`src/rtl/ni_link_arbiter.sv`:
```
// Round-robin arbiter that shares one router injection link between NUM_PORTS NI FIFOs.
// A winner is popped, its flit is registered, and it is held on out_* until the router takes it.
module ni_link_arbiter #(
   parameter int NUM_PORTS  = 4,
   parameter int DATA_WIDTH = 64,
   parameter int SRC_W      = 2,
   parameter int MAX_BURST  = 4
) (
   input  logic                            clk,
   input  logic                            reset,
   input  logic [NUM_PORTS-1:0]            req_empty,
   input  logic [NUM_PORTS*DATA_WIDTH-1:0] req_data,
   output logic [NUM_PORTS-1:0]            req_rd_en,
   output logic [DATA_WIDTH-1:0]           out_data,
   output logic [SRC_W-1:0]                out_src,
   output logic                            out_valid,
   input  logic                            out_ready,
   output logic                            busy
);
   localparam int CNT_W = $clog2(MAX_BURST) + 1;

   typedef enum logic [1:0] {IDLE, POP, WAIT, SEND} state_t;

   state_t                 state, state_nxt;
   logic [SRC_W-1:0]       grant, grant_nxt;
   logic [SRC_W-1:0]       rr_ptr, rr_ptr_nxt;
   logic [CNT_W-1:0]       burst_cnt, burst_cnt_nxt;
   logic [DATA_WIDTH-1:0]  out_data_nxt;
   logic [SRC_W-1:0]       out_src_nxt;
   logic                   out_valid_nxt;
   logic [SRC_W-1:0]       winner;
   logic                   any_req;

   // First non-empty port at or above rr_ptr, wrapping past the last port.
   always_comb begin : win_search
      int idx;
      idx     = 0;
      winner  = '0;
      any_req = 1'b0;
      for (int i = 0; i < NUM_PORTS; i++) begin
         idx = int'(rr_ptr) + i;
         if (idx >= NUM_PORTS) idx = idx - NUM_PORTS;
         if (!any_req && !req_empty[idx]) begin
            winner  = SRC_W'(idx);
            any_req = 1'b1;
         end
      end
   end

   always_comb begin
      state_nxt     = state;
      grant_nxt     = grant;
      rr_ptr_nxt    = rr_ptr;
      burst_cnt_nxt = burst_cnt;
      out_data_nxt  = out_data;
      out_src_nxt   = out_src;
      out_valid_nxt = out_valid;
      case (state)
         IDLE: begin
            if (any_req) begin
               grant_nxt = winner;
               state_nxt = POP;
            end
         end
         POP: state_nxt = WAIT;
         WAIT: begin
            out_data_nxt  = req_data[int'(grant)*DATA_WIDTH +: DATA_WIDTH];
            out_src_nxt   = grant;
            out_valid_nxt = 1'b1;
            state_nxt     = SEND;
         end
         SEND: begin
            if (out_ready) begin
               out_valid_nxt = 1'b0;
               // Empty flag is re-sampled here, so a burst never pops a drained FIFO.
               if ((int'(burst_cnt) + 1 < MAX_BURST) && !req_empty[grant]) begin
                  burst_cnt_nxt = burst_cnt + CNT_W'(1);
                  state_nxt     = POP;
               end else begin
                  burst_cnt_nxt = '0;
                  rr_ptr_nxt    = (int'(grant) == NUM_PORTS-1) ? '0 : SRC_W'(int'(grant) + 1);
                  state_nxt     = IDLE;
               end
            end
         end
         default: state_nxt = IDLE;
      endcase
   end

   always_ff @(posedge clk or posedge reset) begin
      if (reset) begin
         state     <= IDLE;
         grant     <= '0;
         rr_ptr    <= '0;
         burst_cnt <= '0;
         out_data  <= '0;
         out_src   <= '0;
         out_valid <= 1'b0;
      end else begin
         state     <= state_nxt;
         grant     <= grant_nxt;
         rr_ptr    <= rr_ptr_nxt;
         burst_cnt <= burst_cnt_nxt;
         out_data  <= out_data_nxt;
         out_src   <= out_src_nxt;
         out_valid <= out_valid_nxt;
      end
   end

   // Pop strobe depends only on registered state, never on the inputs.
   always_comb begin
      req_rd_en = '0;
      for (int i = 0; i < NUM_PORTS; i++)
         req_rd_en[i] = (state == POP) && (int'(grant) == i);
   end

   assign busy = (state != IDLE);

endmodule

```
`config.mk`:
```
export PLATFORM = sky130hd
export DESIGN_NAME = ni_link_arbiter
export DESIGN_NICKNAME = d
export VERILOG_FILES = /design/src/rtl/ni_link_arbiter.sv
export SDC_FILE = /design/constraint.sdc
export NUM_CORES = 1
export LEC_CHECK = 0
export ABC_AREA = 1
export CAP_MARGIN = 40
export CELL_PAD_IN_SITES_DETAIL_PLACEMENT = 1
export CELL_PAD_IN_SITES_GLOBAL_PLACEMENT = 1
export CORE_MARGIN = 3
export CORE_UTILIZATION = 24
export CTS_CLUSTER_SIZE = 30
export DETAILED_ROUTE_END_ITERATION = 10
export MAX_ROUTING_LAYER = met4
export PLACE_DENSITY_LB_ADDON = 0.12
export SLEW_MARGIN = 10
export SYNTH_ARGS = -nofsm -noshare
export SYNTH_HDL_FRONTEND = slang
export SYNTH_SLANG_ARGS = --single-unit
export TNS_END_PERCENT = 1
```
`constraint.sdc`:
```
create_clock -name clk -period 2.6 [get_ports clk]
set_input_delay 0.39 -clock clk [delete_from_list [all_inputs] [get_ports clk]]
set_output_delay 0.39 -clock clk [all_outputs]
set_load 0.03 [all_outputs]
```
==> results.py, run 1 <==
metrics = {
    "floorplan": {
        "dieArea_um2": 23300,
        "pin_count": 335,
        "row_count": 52,
        "initial_core_util_pct": 24.9,
        "core_area_um2": 20700,
        "die_h_um": 153,
        "die_w_um": 153,
    },
    "synthesis": {
        "synth.avg_cell_area_um2": 6.54,
        "syn_inst": 788,
        "synth_area_um2": 5150,
        "seq_area_frac_synth_pct": 36.9,
        "yosysUniqueCellTypes": 30,
        "ys_warn_count": 0,
        "yosys.area.top_type": "dfrtp_1",
        "synth_nets": 1060,
        "synthTopCellsByArea": "dfrtp_1 (37%), nor2_1 (24%), o21ai_0 (12%), a31oi_1 (7.8%), nand2_1 (4.4%)",
        "synth_top_cell_area_share_pct": 36.9,
        "yosys_register_bits": 76,
    },
    "clock_tree": {
        "clk_pin_slew_ns": 0.06,
        "cts_buffer_depth": 2,
        "cts_resized": 0,
        "htree_levels": 3,
        "cts_setup_buffers": 0,
        "holdBufCountCts": 0,
        "clock_sinks": 76,
        "tritoncts": "built",
        "insertion_delay_ns": 0.35,
        "cts_buffers": 9,
        "cts-root-buf": "clkbuf_16",
    },
    "drt": {
        "vias_per_cell": 4.70,
        "initialDrtViolationCount": 370,
        "num_vias": 6409,
        "wl_per_cell_um": 18.0,
        "route.detailed.drc": 0,
        "routed_wl_um": 24500,
        "final_antenna_net_count": 0,
        "drtPass1Iterations": 4,
    },
    "finish": {
        "syn_to_final_growth_pct": 74.8,
        "drive_above_1_share_pct": 5.41,
        "final_cell_mix": "clkdlybuf4s50_1 (331), nor2_1 (327), o21ai_0 (119), dfrtp_1 (74), a31oi_1 (64)",
        "nets": 1358,
        "layout.area.seq_um2": 1910,
        "multi_input_area_um2": 2910,
        "stdcell_count": 1364,
        "nFillCells": 2577,
        "final_common_cell": "clkdlybuf4s50_1",
        "final_area_um2": 9010,
    },
    "global_route": {
        "grt_usage_pct": 21.1,
        "overflow": 0,
        "antenna_found_initial": 3,
        "grt_pass1_wl_um": 37800,
        "grt_max_degree": 116,
        "grt_pass1_vias": 6421,
    },
    "sta": {
        "final.period_utilization_pct": 91.6,
        "finalCriticalPeriod_ns": 2.38,
        "finalSetupViolCount": 0,
        "tns_ns": 0,
        "slew_headroom_pct": 49.9,
        "fmax_ghz": 0.420,
        "tightest_slew_ns": 0.752,
        "skew_ns": 0.00624,
        "hold_viol_final": 0,
        "rsz0062_at_grt": "no",
        "slew_violations": 0,
    },
    "worst_setup_path": {
        "worstPathRequired_ns": 2.21,
        "critical_path_class": "reg -> out",
        "path_max_fanout": 5,
        "cp-end-kind": "output port",
        "arrival_ns": 1.99,
        "cp-start-kind": "flip-flop",
    },
    "placement": {
        "globalplace.congestion": 0.849,
        "dpl.cell_count": 1345,
        "numPortBuffers": 334,
        "hpwlAfterDp_um": 18200,
        "post_dp_cell_area_um2": 8690,
    },
    "hold_path": {
        "min_path_type": "in -> async",
    },
    "power_and_ir_drop": {
        "power.total_mw": 10.1,
        "p_leak_nw": 3.70,
        "cellPowerDensity_nw_per_um2": 1120,
        "vdd_drop_max_uv": 612,
    },
    "outcome": {
        "status": "complete, no violations",
    },
    "flow_run": {
        "cap_viol_max_count": 0,
    },
}
## critical path, cell delays in order (launching register included)
cell and delay, ns:
dfrtp_1 0.45, inv_1 0.11, ha_1 0.26, inv_1 0.14, clkdlybuf4s50_1 0.69
## registers in the layout, summed over array words and instances, names as in the netlist
name	cells
state	2
out_src	2
out_data	64
out_valid	1
burst_cnt	3
rr_ptr	2
grant	2
## cell type report
cell class | instances | area share, %
Sequential cell | 76 | 21.2
Timing Repair Buffer | 346 | 38.5
Antenna cell | 3 | 0.0834
Tap cell | 270 | 3.75
Inverter | 20 | 0.875
Clock buffer | 12 | 2.85
Clock inverter | 4 | 0.528
Multi-Input combinational cell | 633 | 32.3
## routing by layer
metal  share of wire [%]  up-vias  track usage [%]
met5                   0        -                -
met4                 1.8        0             6.49
met3                 5.8       25             4.74
met2                  48      218             34.0
met1                  45     2975             26.6
li1                    -     3191                -
## report_power, final
group / internal, mW / switching [mW] / leakage, nW
registers: 1.78 / 0.404 / 0.841
clock network: 0.794 / 0.536 / 0.149
logic: 2.50 / 4.08 / 2.71
total: 5.08 / 5.02 / 3.70
## final timing paths
path	start	endpoint	slack (ns)	depth (start not counted)
hold / removal	reset	out_data[11]	0.41	2
max in group asynchronous	reset	out_data[25]	1.59	3
setup / recovery	state[1]	busy	0.22	4
hold reg to reg	out_valid	out_valid	0.50	2
setup reg to reg	grant[0]	out_data[17]	0.81	5
min in group clk	out_valid	out_valid	0.50	2
## cell usage after synthesis, drive strengths merged
master  instances
buf            30
nand4           3
ha              9
clkbuf         29
nand2          72
dfrtp          76
inv            20
o31ai           1
nor3            1
a21oi           5
nor2          330
a21o            1
o21ai         131
a31oi          64
or2             2
nand3          14
## metrics by stage
| stage | utilization, % | hold slack, ns | setup WS [ns] |
|---|---|---|---|
| floorplan | - | 0.478 | 0.272 |
| global placement | 42.0 | 0.490 | 0.595 |
| detailed placement | 42.0 | 0.492 | 0.554 |
| CTS | 43.5 | 0.436 | 0.168 |
| global route | 43.5 | 0.459 | 0.107 |
| finish | 43.5 | 0.414 | 0.217 |
## cells by family after synthesis
family          count (synthesis)  share of synthesized area, %
fa+ha+maj                       9                          2.19
compound gates                202                          21.3
simple gates                  422                          32.7
flops                          76                          36.9
buf+inv                        79                          6.92
No activity file was read; power rests on OpenSTA's default activity.
==> run 2: changes to the inputs <==
- CAP_MARGIN: 40 -> 20
==> results of run 2 <==
Final layout, timing and power as in run 1 (identical DEF).
